--- config.mk ---
export PLATFORM = sky130hd
export DESIGN_NAME = viterbi_arbiter
export DESIGN_NICKNAME = d
export VERILOG_FILES = /design/src/rtl/viterbi_arbiter.sv
export SDC_FILE = /design/constraint.sdc
export NUM_CORES = 1
export LEC_CHECK = 0
export ABC_AREA = 1
export BUFFER_PORTS_ARGS = -buffer_cell sky130_fd_sc_hd__buf_2
export CORE_ASPECT_RATIO = 1.1
export CORE_UTILIZATION = 57
export DETAILED_ROUTE_END_ITERATION = 8
export PLACE_DENSITY_LB_ADDON = 0.3
export SETUP_SLACK_MARGIN = 0.15
export SKIP_CTS_REPAIR_TIMING = 1
export SYNTH_ARGS = -nofsm -noshare
export SYNTH_HDL_FRONTEND = slang
export SYNTH_SLANG_ARGS = --single-unit
export TNS_END_PERCENT = 30
--- constraint.sdc ---
create_clock -name clk -period 2 [get_ports clk]
set_input_delay 0.3 -clock clk [delete_from_list [all_inputs] [get_ports clk]]
set_output_delay 0.3 -clock clk [all_outputs]
set_load 0.02 [all_outputs]
--- src/rtl/viterbi_arbiter.sv ---
// Round-robin arbiter that streams one requester's coded frame into a shared
// Viterbi decoder and routes the decoded bits back to the frame owner.
module viterbi_arbiter #(
    parameter int MAX_BITS = 32767,
    parameter int TIMEOUT  = 65535
) (
    input  logic        clk,
    input  logic        RESET,
    input  logic        req0,
    input  logic        req1,
    input  logic        valid0,
    input  logic        valid1,
    input  logic        data0,
    input  logic        data1,
    input  logic        last0,
    input  logic        last1,
    output logic        gnt0,
    output logic        gnt1,
    output logic        dec_valid_in,
    output logic        dec_data_in,
    output logic        dec_enable,
    output logic        dec_flush,
    input  logic        dec_valid_out,
    input  logic        dec_data_out,
    input  logic        dec_finished,
    output logic        out_valid0,
    output logic        out_valid1,
    output logic        out_data0,
    output logic        out_data1,
    output logic        done0,
    output logic        done1,
    output logic        busy,
    output logic [14:0] bit_count,
    output logic        ovf_err,
    output logic        tmo_err
);

    typedef enum logic [2:0] {
        IDLE,
        STREAM,
        LAUNCH,
        DECODE,
        RELEASE
    } state_t;

    localparam logic [14:0] MAXB = 15'(MAX_BITS);
    localparam logic [15:0] TMO  = 16'(TIMEOUT);

    state_t      state_q;
    logic        owner_q;
    logic        last_q;
    logic        armed_q;
    logic [15:0] tmo_q;
    logic        gnt0_q;
    logic        gnt1_q;
    logic        dvi_q;
    logic        ddi_q;
    logic        den_q;
    logic        dfl_q;
    logic        done0_q;
    logic        done1_q;
    logic        busy_q;
    logic [14:0] bit_count_q;
    logic        ovf_q;
    logic        tmo_err_q;

    logic        win;
    logic        own_valid;
    logic        own_data;
    logic        own_last;
    logic [14:0] bc_d;
    logic [15:0] tmo_d;
    logic        in_dec;

    // On a tie the requester not served last wins.
    assign win       = (req0 & req1) ? ~last_q : ~req0;
    assign own_valid = owner_q ? valid1 : valid0;
    assign own_data  = owner_q ? data1 : data0;
    assign own_last  = owner_q ? last1 : last0;
    assign bc_d      = (bit_count_q == MAXB) ? bit_count_q
                                             : bit_count_q + 15'd1;
    assign tmo_d     = tmo_q + 16'd1;
    assign in_dec    = (state_q == DECODE);

    always_ff @(posedge clk or negedge RESET) begin
        if (!RESET) begin
            state_q     <= IDLE;
            owner_q     <= 1'b0;
            last_q      <= 1'b1;
            armed_q     <= 1'b0;
            tmo_q       <= '0;
            gnt0_q      <= 1'b0;
            gnt1_q      <= 1'b0;
            dvi_q       <= 1'b0;
            ddi_q       <= 1'b0;
            den_q       <= 1'b0;
            dfl_q       <= 1'b0;
            done0_q     <= 1'b0;
            done1_q     <= 1'b0;
            busy_q      <= 1'b0;
            bit_count_q <= '0;
            ovf_q       <= 1'b0;
            tmo_err_q   <= 1'b0;
        end else begin
            armed_q <= 1'b1;
            dvi_q   <= 1'b0;
            dfl_q   <= 1'b0;
            done0_q <= 1'b0;
            done1_q <= 1'b0;
            case (state_q)
                IDLE: begin
                    // armed_q delays the first grant by one edge after reset.
                    if (armed_q && (req0 || req1)) begin
                        state_q     <= STREAM;
                        owner_q     <= win;
                        gnt0_q      <= ~win;
                        gnt1_q      <= win;
                        bit_count_q <= '0;
                        busy_q      <= 1'b1;
                    end
                end
                STREAM: begin
                    dvi_q <= own_valid;
                    ddi_q <= own_data;
                    if (own_valid) begin
                        bit_count_q <= bc_d;
                        if (own_last) begin
                            state_q <= LAUNCH;
                        end else if (bc_d == MAXB) begin
                            ovf_q   <= 1'b1;
                            state_q <= LAUNCH;
                        end
                    end
                end
                LAUNCH: begin
                    den_q   <= 1'b1;
                    tmo_q   <= '0;
                    state_q <= DECODE;
                end
                DECODE: begin
                    tmo_q <= tmo_d;
                    if (dec_finished || tmo_d == TMO) begin
                        if (!dec_finished) begin
                            dfl_q     <= 1'b1;
                            tmo_err_q <= 1'b1;
                        end
                        den_q   <= 1'b0;
                        done0_q <= ~owner_q;
                        done1_q <= owner_q;
                        state_q <= RELEASE;
                    end
                end
                RELEASE: begin
                    gnt0_q  <= 1'b0;
                    gnt1_q  <= 1'b0;
                    last_q  <= owner_q;
                    busy_q  <= 1'b0;
                    state_q <= IDLE;
                end
                default: state_q <= IDLE;
            endcase
        end
    end

    assign gnt0         = gnt0_q;
    assign gnt1         = gnt1_q;
    assign dec_valid_in = dvi_q;
    assign dec_data_in  = ddi_q;
    assign dec_enable   = den_q;
    assign dec_flush    = dfl_q;
    assign done0        = done0_q;
    assign done1        = done1_q;
    assign busy         = busy_q;
    assign bit_count    = bit_count_q;
    assign ovf_err      = ovf_q;
    assign tmo_err      = tmo_err_q;
    assign out_valid0   = in_dec & ~owner_q & dec_valid_out;
    assign out_valid1   = in_dec & owner_q & dec_valid_out;
    assign out_data0    = in_dec & ~owner_q & dec_data_out;
    assign out_data1    = in_dec & owner_q & dec_data_out;

endmodule

## Word-level counts from Yosys, hierarchy flattened

Index checks and enable logic that the tools add are counted.

| word-level totals | value |
|---|---|
| bits in registers | 48 |
| input port bits | 13 |
| word-level logic and storage cells | 88 |

| cells by class | value |
|---|---|
| $add $sub $neg | 2 |
| reduce and logical (&&, ||, !) cells | 14 |
| bitwise gates (word level) | 13 |
| eq/ne operators | 11 |
| multiplexer cells | 31 |

Operator list:

| cell | count |
|---|---|
| 15-bit 2-to-1 mux | 3 |
| 16-bit case mux with 2 select lines | 1 |
| 15-bit == test, second input constant | 2 |
| 15-bit case mux with 2 select lines | 1 |
| 16-bit by 1-bit adder with 16-bit output, second input constant | 1 |
| 16-bit == test, second input constant | 1 |
| 1-bit 2-to-1 mux | 16 |
| 15-bit by 1-bit adder with 15-bit output, second input constant | 1 |
| 3-bit 2-to-1 mux | 5 |
| 3-bit case mux with 4 select lines | 1 |
| 1-bit case mux with 2 select lines | 4 |
| 4-bit AND reduction | 2 |
| 1-bit bitwise AND | 7 |
| 3-bit by 2-bit == test with 1-bit output, second input constant | 2 |
| 1-bit NOT | 6 |
| 2-bit AND reduction | 3 |
| 3-bit AND reduction | 2 |
| 2-bit nonzero test | 3 |
| 2-bit inequality test, second input constant | 2 |
| 3-bit by 1-bit == test with 1-bit output, second input constant | 1 |
| 3-bit == test, second input constant | 1 |
| 3-bit logical NOT | 1 |
| 3-bit inequality test, second input constant | 1 |
| 1-bit logical OR | 2 |
| 2 further kinds | 2 |

## Longest topological paths before layout

Gate-level depths: netlist of the first run.

| logic depth | value |
|---|---|
| depth after elaboration | 7 |
| gate-level depth with buffers | 16 |
| gate-level depth less buffers | 16 |

## Worst setup path before layout of the first run

Ideal clock, no wire load.

| timing path | value |
|---|---|
| kind | register to output |
| start | register state_q[2] |
| end | output port out_data0 |
| setup slack | 0.004 ns |
| arrival | 1.696 ns |
| cell stages (with the launch flop) | 6 |
| cell sequence | dfrtp_1 nor3_2 inv_1 clkbuf_8 clkbuf_1 nor3_1 |

| between the ends | value |
|---|---|
| longest elaborated chain between the ends | 3 |

Ends and longest elaborated chain:

| element | RTL line | text |
|---|---|---|
| start: declaration | 49 | `state_t state_q;` |
| start signal: assignment | 87 | `state_q <= IDLE;` |
| start signal: assignment | 114 | `state_q <= STREAM;` |
| start signal: assignment | 128 | `state_q <= LAUNCH;` |
| 3-bit by 2-bit == test with 1-bit output | 83 | `assign in_dec = (state_q == DECODE);` |
| 1-bit bitwise AND (2 in series) | 179 | `assign out_data0 = in_dec & ~owner_q & dec_data_out;` |
| end: declaration | 28 | `output logic out_data0,` |

No other way between the ends.

## Final worst setup path of the first run

| timing path | value |
|---|---|
| start | register tmo_q[1] |
| end | register den_q, in the netlist dec_enable |

| between the ends | value |
|---|---|
| longest elaborated chain between the ends | 5 |

Ends and longest elaborated chain:

| element | RTL line | text |
|---|---|---|
| start: declaration | 53 | `logic [15:0] tmo_q;` |
| start signal: assignment | 141 | `tmo_q <= tmo_d;` |
| 16-bit by 1-bit adder with 16-bit output | 82 | `assign tmo_d = tmo_q + 16'd1;` |
| 16-bit == test | 142 | `if (dec_finished \|\| tmo_d == TMO) begin` |
| 1-bit logical OR | 142 |  |
| 2-bit by 1-bit inequality test with 1-bit output (no source line) | -- |  |
| 2-bit AND reduction (no source line) | -- |  |
| end signal: assignment | 96 | `den_q <= 1'b0;` |
| end signal: assignment | 136 | `den_q <= 1'b1;` |
| end signal: assignment | 147 | `den_q <= 1'b0;` |
| end: declaration | 58 | `logic den_q;` |

No other way between the ends.
A chain may end at the register's enable or synchronous reset.

==> metrics.txt, run 1 <==
standard-cell rows=26; synth unique cells=36; Post-Syn Nets=418; most frequent cells in the layout=115 x nand2_1, 47 x inv_1, 44 x dfrtp_1, 42 x buf_2, 41 x nor2_1; ANT nets after route=0; max_slew headroom=between 50% and 60%; EDFF count, synth=0; Area contributors post-synth=dfrtp_1 41%, nand2_1 16%, inv_1 6.4%, nor2_1 6.1%, nand3_1 4.5%; end point of the critical path=dec_enable; antenna violations before repair=0; CP peak stage delay=between 400 and 500 ps; crit path from=tmo_q[1]; cell taking the most area after synthesis=dfrtp_1; WHS=around 15 ps; die width=approximately 70 um; CTS tree=built; CP Launch Type=register; first-pass GRT wire length=~12000 um; dpl hpwl=approximately 5100 um; IO buf count=42; Critical Path AT=between 2000 and 2500 ps; 1st-iter DRT viols=~280; post-synthesis sequential area ratio=between 40% and 50%; Post-Synthesis Cell Area=2890 um^2; Initial Utilization=between 60 and 70%; syn avg cell area=just over 7 um^2; Biggest register=tmo_q; fin cells=515; commonest non-fill, non-tap cell in the layout=nand2_1; Setup CP Type=register to register; run status=finished, final reports clean; crit end category=register; Inserted Clock Buffers=5; fin crit share=98.3%; post-synthesis instance total=about 400; vias in the first global route=2648; GR Util All Layers=26.8%; core area=~4700 um^2; die area=~5400 um^2; Peak Freq=between 0.5 and 0.6 GHz; worst vdd ir=about 0.8 mV; FF-to-FF setup slack=~35 ps; WL/cell=13.5 um; H-tree depth=2; Final nets=~480; worst path cell trace=ha_4 -> nand2_4 -> nor2_4 -> nand2_1 -> nand2_1 -> nand3_1 -> nor2_1 -> nand2_1 -> nor2_1 -> nand3_2 -> nand2_2 -> nand2_4 -> nand2_2 -> nand2_1; routability cong.=0.922; root buf cell=clkbuf_8; ys async rst share=100%; post-layout min period=slightly below 2000 ps; Area Overhead vs Synth=19.4%; Slowest-stage cell, CP=dfrtp_2; Die H=~77 um; CP max FO=5; FF+latch count, synth=48; vias after detailed routing=between 2000 and 3000; clock latency on the worst-skew pair=300 ps; worst-margin pin slew=roughly 640 ps; DR pass1 iterations=5; Ports=43; Post-Place Setup Slack=just over 70 ps; CTS Sinks=between 40 and 50; max reg flops=16; endpoints failing setup=0; DR DRC count=0; Via-to-Cell Ratio=~5.6; share of the synthesized area in the top cell type=~40%; FILL cells=around 380; multi-input logic area=~1600 um^2; largest net degree at the start of global routing=30; reg2reg start=tmo_q[1]; CTS Buffer Depth=2; main flop type after synthesis=dfrtp_1; register area=about 1200 um^2; PD cells=1030 nW/um^2; Tot Pwr=3.57 mW; yosys warns=0; most used cell, CP=nand2_1; RSZ-0062 raised after global routing=true; total grt overflow=0; dpl cells=503; Final Hold Viols=0; clock slew at reported path FFs=approximately 90 ps; RR Endpoint=dec_enable; maxcap violations=0; CP required=between 2000 and 2500 ps; FF-to-FF path depth=14; hold crit path type=input pin to asynchronous set/reset pin; Worst Slack Setup Final=around 35 ps; clk_skew=11.1 ps; diodes inserted=0; Lkg Pwr=1.71 nW; fin. max-slew vios=0; routed wire length=approximately 7000 um; share of cells above drive strength 1=a little under a quarter
per-stage QoR:
step           utilization (%)  cell area, um^2  TNS (ps)
6_report                  72.6             3450         0
5_1_grt                   72.6             3450      -327
4_1_cts                   69.1             3280         0
3_5_place_dp              67.4             3200         0
3_3_place_gp              67.4             3200         0
2_1_floorplan                -             2890         0
how the worst min path moves through the flow:
stage,startpoint,end,slack (ps),cells after the start
floorplan,RESET,armed_q,4,0
global placement,RESET,bit_count[11],360,1
detailed placement,RESET,bit_count[11],370,1
CTS,RESET,bit_count[11],50,1
global route,RESET,bit_count[11],80,1
finish,RESET,bit_count[13],10,1
power by group:
part / internal, mW / switching, mW / leakage, nW
sequential: 1.20 / 0.265 / 0.626
clock: 0.237 / 0.325 / 0.0400
combinational: 0.524 / 1.02 / 1.05
final cells by class:
type                       count  area share [%]
clock inverter                 2           0.363
tap                           56            2.03
clock buffer                   5            1.99
sequential                    48            35.0
inverter                      52            5.80
multi-input combinational    296            45.7
timing repair buffer          56            9.14
cell families (layout without fill, tap and decap cells):
kind of cell	Yosys count	in the layout	synth area share, %
simple gates	235	236	37.1
buf+inv	59	115	8.35
other cells	1	1	0.130
compound gates	49	49	9.35
fa+ha+maj	3	3	1.30
xor+xnor	6	6	1.82
mux	1	1	0.346
flops	48	48	41.6
synthesized netlist by cell type, types with 2 or more instances:
cell / number
nand2_1: 123
inv_1: 49
dfrtp_1: 47
nor2_1: 47
nand3_1: 26
o21ai_0: 26
o22ai_1: 11
nand4_1: 10
nor2_4: 5
nor3_1: 5
xor2_1: 5
a21oi_1: 4
nand2_2: 4
clkbuf_1: 3
ha_1: 3
nor3_2: 3
o21ai_1: 3
a22oi_1: 2
buf_2: 2
inv_2: 2
nand2_4: 2
nand3_2: 2
nand3b_1: 2
nor2_2: 2
o31ai_1: 2
or2_2: 2
critical path, delay by kind of cell (launching register included):
family / cells / cell delay (ps)
adder cells (fa/ha/maj): 1 / 170
AND/OR/NAND/NOR: 13 / 1250
flip-flops: 1 / 430
layer usage:
metal / vias up / GRT usage (%) / wire length, um
li1: 1406 / - / -
met1: 1317 / 37.2 / 3130
met2: 138 / 43.3 / 3270
met3: 11 / 4.07 / 465
met4: 0 / 8.60 / 95
met5: - / 0 / 0
Note: power is estimated with default switching activity, not from simulation.
==> inputs of run 2 (changes only) <==
--- a/config.mk
+++ b/config.mk
@@ -5,7 +5,6 @@
 export SDC_FILE = /design/constraint.sdc
 export NUM_CORES = 1
 export LEC_CHECK = 0
-export ABC_AREA = 1
 export BUFFER_PORTS_ARGS = -buffer_cell sky130_fd_sc_hd__buf_2
 export CORE_ASPECT_RATIO = 1.1
 export CORE_UTILIZATION = 57
==> metrics.txt, run 2 <==
met2 GRT Util=a little under half; antenna violations before repair=0; post-layout min period=between 2000 and 2500 ps; Peak Freq=approximately 0.5 GHz; DR DRC count=0; failing checks=negative setup slack; Post-Syn Nets=between 300 and 400; worst path cell trace=ha_4 -> nand3_4 -> or4_4 -> a31oi_1 -> o2111ai_2 -> o31ai_2 -> o311ai_1; FILL cells=between 300 and 400; yosys warns=0; clock latency on the worst-skew pair=a little over 300 ps; crit path from=bit_count[0]; Biggest register=tmo_q; FF-to-FF setup slack=-40 ps; ys async rst share=100%; Pint=around 2.1 mW; CP Launch Type=register; Area Overhead vs Synth=28.6%; ANT nets after route=0; Inserted Clock Buffers=5; Via-to-Cell Ratio=6.13; vias after detailed routing=between 2000 and 3000; most frequent cells in the layout=54 x buf_4, 42 x buf_2, 40 x dfrtp_1, 39 x nand2_1, 28 x o21ai_0; H-tree depth=2; Post-Synthesis Cell Area=around 2900 um^2; IO buf count=42; CTS Sinks=48; Critical Path AT=2210 ps; max reg flops=16; reg2reg start=bit_count[0]; Slowest-stage cell, CP=or4_4; Setup CP Type=register to register; synth unique cells=between 60 and 70; worst-margin pin slew=~600 ps; CP top delay family=compound AO/OA/AOI/OAI gates; clock slew at reported path FFs=100 ps; Area contributors post-synth=dfrtp_1 41%, nand2_1 5.1%, o21ai_0 5.1%, mux2i_1 4.5%, nor2_1 3.5%; RR Endpoint=state_q[0]; sw power=approximately 1.5 mW; root buf cell=clkbuf_8; worst vdd ir=between 0.8 and 0.9 mV; dpl cells=451; syn avg cell area=just under 9 um^2; routability cong.=roughly 0.96; EDFF count, synth=0; CP required=2180 ps; standard-cell rows=26; Ports=43; max_slew headroom=59.1%; CP max FO=5; hold crit path type=input pin to asynchronous set/reset pin; Buf/Inv on CP=0; share of the synthesized area in the top cell type=between 40% and 50%; PD cells=between 900 and 1000 nW/um^2; routed wire length=between 7000 and 8000 um; Initial Utilization=between 60% and 70%; main flop type after synthesis=dfrtp_1; core area=roughly 4700 um^2; fin cells=about 470; cell taking the most area after synthesis=dfrtp_1; commonest non-fill, non-tap cell in the layout=buf_4; Final Hold Viols=0; dpl hpwl=5350 um; GR peak layer=met2; crit end category=register; Sw Share=a little over two fifths; Final nets=~430; CTS Buffer Depth=2; Seq pwr share=38.2%; Post-synth top cells=47 x dfrtp_1, 39 x nand2_1, 29 x o21ai_0; die area=about 5300 um^2; fin crit share=102%; die width=69.6 um; FF+latch count, synth=48; clk_skew=approximately 8 ps; GR met3 Demand/Resource=around 4.6%; 1st-iter DRT viols=186; Gate power share=45.2%; diodes inserted=0; Worst Slack Setup Final=-37.4 ps; GR Util All Layers=around 29%; vias in the first global route=between 2000 and 3000; share of cells above drive strength 1=between 30% and 40%; FF-to-FF path depth=7; total grt overflow=0; Tot Pwr=about 3.6 mW; endpoints failing setup=3; WL/cell=about 17 um; fin. max-slew vios=0; most common cell in the netlist=dfrtp_1; post-synthesis instance total=roughly 330; clock network power share=between 15 and 20%; post-synthesis sequential area ratio=about two fifths; CP peak stage delay=~450 ps; run status=complete, but fails checks; maxcap violations=0; CTS tree=built; largest net degree at the start of global routing=a little under 50; Die H=~76 um; first-pass GRT wire length=12300 um; Lkg Pwr=1.72 nW; DR pass1 iterations=5; Post-Place Setup Slack=-61.9 ps; RSZ-0062 raised after global routing=true; GRT met1 Usage=a little under two fifths
## run 2: changes by cell type after synthesis, moves of 10 or more
cell,change
clkbuf_1,+10
inv_1,-39
mux2i_1,+12
nand2_1,-84
nor2_1,-20
## run 2: worst max-delay path by stage
stage	end	slack [ps]	cells past startpoint
2_1_floorplan	state_q[0]	-180	8
3_3_place_gp	state_q[0]	-60	6
3_5_place_dp	state_q[0]	-60	6
4_1_cts	state_q[0]	-80	6
5_1_grt	state_q[0]	-160	7
6_report	state_q[0]	-40	7
## run 2: logic make-up after synthesis
kind of cell | synth area share [%]
other cells | 0.131
mux | 5.72
buf+inv | 4.67
flops | 42.0
simple gates | 26.4
compound gates | 18.9
xor+xnor | 0.918
fa+ha+maj | 1.31
## run 2: worst reg2reg max path, cell delays in order, from the launching register on
cell       delay [ps]
dfrtp_2           400
ha_4              180
nand3_4           120
or4_4             450
a31oi_1           210
o2111ai_2         180
o31ai_2           250
o311ai_1          130
## run 2: area by class of cell
class / count / area, um^2 / area share (%)
Timing Repair Buffer: 97 / 627 / 17.0
Sequential cell: 48 / 1210 / 32.9
Multi-Input combinational cell: 249 / 1650 / 44.8
Inverter: 10 / 37.5 / 1.02
Clock buffer: 5 / 68.8 / 1.87
Tap cell: 56 / 70.1 / 1.90
Clock inverter: 3 / 18.8 / 0.510
## run 2: metrics by stage
stage                     setup TNS [ps]  util (%)  hold slack, ps  area, um^2
after floorplan                     -386         -            4.41        2920
after global placement             -76.6      72.3             434        3440
after detailed placement           -80.1      72.3             439        3440
after CTS                           -118      74.2             106        3520
after global routing                -758      77.5             139        3680
final                              -54.1      77.5            88.4        3680
## run 2: power groups by stage
| stage | sequential, mW | clock [mW] | combinational (mW) |
|---|---|---|---|
| floorplan | 1.48 | 0 | 0.828 |
| global placement | 1.35 | 0 | 1.52 |
| detailed placement | 1.36 | 0 | 1.54 |
| CTS | 1.34 | 0.607 | 1.55 |
| global route | 1.39 | 0.640 | 1.77 |
| finish | 1.37 | 0.593 | 1.62 |
## run 2: metal layers
metal,vias up,wire (um)
met2,120,3880
li1,1362,-
met5,-,0
met4,0,163
met3,18,463
met1,1367,3220
==> inputs of run 3 (changes only) <==
--- a/config.mk
+++ b/config.mk
@@ -7,8 +7,9 @@
 export LEC_CHECK = 0
 export BUFFER_PORTS_ARGS = -buffer_cell sky130_fd_sc_hd__buf_2
 export CORE_ASPECT_RATIO = 1.1
-export CORE_UTILIZATION = 57
+export CORE_UTILIZATION = 51
 export DETAILED_ROUTE_END_ITERATION = 8
+export GPL_ROUTABILITY_DRIVEN = 1
 export PLACE_DENSITY_LB_ADDON = 0.3
 export SETUP_SLACK_MARGIN = 0.15
 export SKIP_CTS_REPAIR_TIMING = 1
==> constraint.sdc (replaced) <==
create_clock -name clk -period 1.7 [get_ports clk]
set_input_delay 0.255 -clock clk [delete_from_list [all_inputs] [get_ports clk]]
set_output_delay 0.255 -clock clk [all_outputs]
set_load 0.02 [all_outputs]
==> metrics.txt, run 3 (synthesis gave the netlist of run 2 again) <==
root buf cell=clkbuf_8; Final nets=around 460; GR Util All Layers=around 29%; Biggest register=tmo_q; standard-cell rows=28; Setup CP Type=register to register; Initial Utilization=roughly 53%; DR DRC count=0; first-pass GRT wire length=around 13000 um; clock slew at reported path FFs=90 ps; commonest non-fill, non-tap cell in the layout=buf_4; max reg flops=16; post-layout min period=roughly 2100 ps; DR pass1 iterations=6; antenna violations before repair=0; run status=complete, but fails checks; CTS tree=built; Lkg Pwr=1.90 nW; diodes inserted=0; PD cells=~1200 nW/um^2; dpl hpwl=slightly above 6000 um; 1st-iter DRT viols=between 150 and 200; Area Overhead vs Synth=42.2%; Post-Place Setup Slack=-306 ps; Via-to-Cell Ratio=approximately 5.8; maxcap violations=0; routed wire length=just under 9000 um; Ports=between 40 and 50; CP required=~1900 ps; worst vdd ir=~0.76 mV; crit end category=register; vias in the first global route=2761; Critical Path AT=2260 ps; clk_skew=around 2.6 ps; vias after detailed routing=3039; Inserted Clock Buffers=5; reg2reg start=tmo_q[0]; Die H=just over 80 um; IO buf count=42; failing checks=negative setup slack; RSZ-0062 raised after global routing=true; clock latency on the worst-skew pair=~300 ps; die area=5920 um^2; largest net degree at the start of global routing=slightly below 50; CTS Sinks=between 40 and 50; core area=between 5000 and 6000 um^2; Peak Freq=roughly 0.48 GHz; Worst Slack Setup Final=-384 ps; ANT nets after route=0; crit path from=tmo_q[0]; share of cells above drive strength 1=42.4%; hold wc startpoint=data0; CP max FO=4; Final Hold Viols=0; routability cong.=0.912; die width=~73 um; endpoints failing setup=16; H-tree depth=2; fin. max-slew vios=0; CTS Buffer Depth=2; total grt overflow=0; setup TNS=-3160 ps; Layout Utilization=75.5%; WL/cell=16.6 um; hold crit path type=input pin to register; most frequent cells in the layout=85 x buf_4, 42 x dfrtp_1, 39 x buf_2, 38 x nand2_1, 25 x o21ai_0; fin crit share=123%; CP Launch Type=register
## run 3: critical path, cell delays in order, from the launching register on
cell      delay [ps]
dfrtp_1          430
ha_4             180
nand3_4           90
or3b_4           400
a211oi_4         300
o211ai_1         200
a31oi_1          220
o311ai_1         130
## run 3: final timing paths
path	to	slack [ps]	depth (start not counted)
max in group asynchronous	last_q	940	3
min reg2reg	tmo_err	470	1
max reg2reg	state_q[0]	-380	7
min in group asynchronous	tmo_q[11]	460	3
max	state_q[0]	-380	7
min	dec_data_in	250	3
## run 3: cell type report
type	instances	area [um^2]
clock buffers	6	82.6
clock inverters	2	13.8
fillers	401	1320
inverters	10	40.0
multi-input cells	249	1710
flip-flops and latches	48	1210
well taps	75	93.8
repair buffers	131	920
## run 3: through the flow
step / cell area, um^2 / hold WS, ps / total power [mW] / instances
final: 4070 / 250 / 4.71 / 521
after global routing: 4070 / 260 / 4.97 / 521
after CTS: 3830 / -69.6 / 4.43 / 513
after detailed placement: 3730 / 259 / 3.69 / 505
after global placement: 3730 / 259 / 3.61 / 505
after floorplan: 2920 / -40.6 / 2.72 / 326
## run 3: power by group
group	total [mW]	switching [mW]	internal, mW
registers	1.58	0.202	1.38
clock network	0.737	0.403	0.333
logic	2.39	1.30	1.09
total	4.71	1.90	2.80
## run 3: per-layer routing
metal	GRT usage (%)	share of wire (%)	routed length, um
met2	49.5	54	4680
met3	3.76	4.6	400
met1	35.8	39	3380
met4	10.4	2.4	208
met5	0	0	0
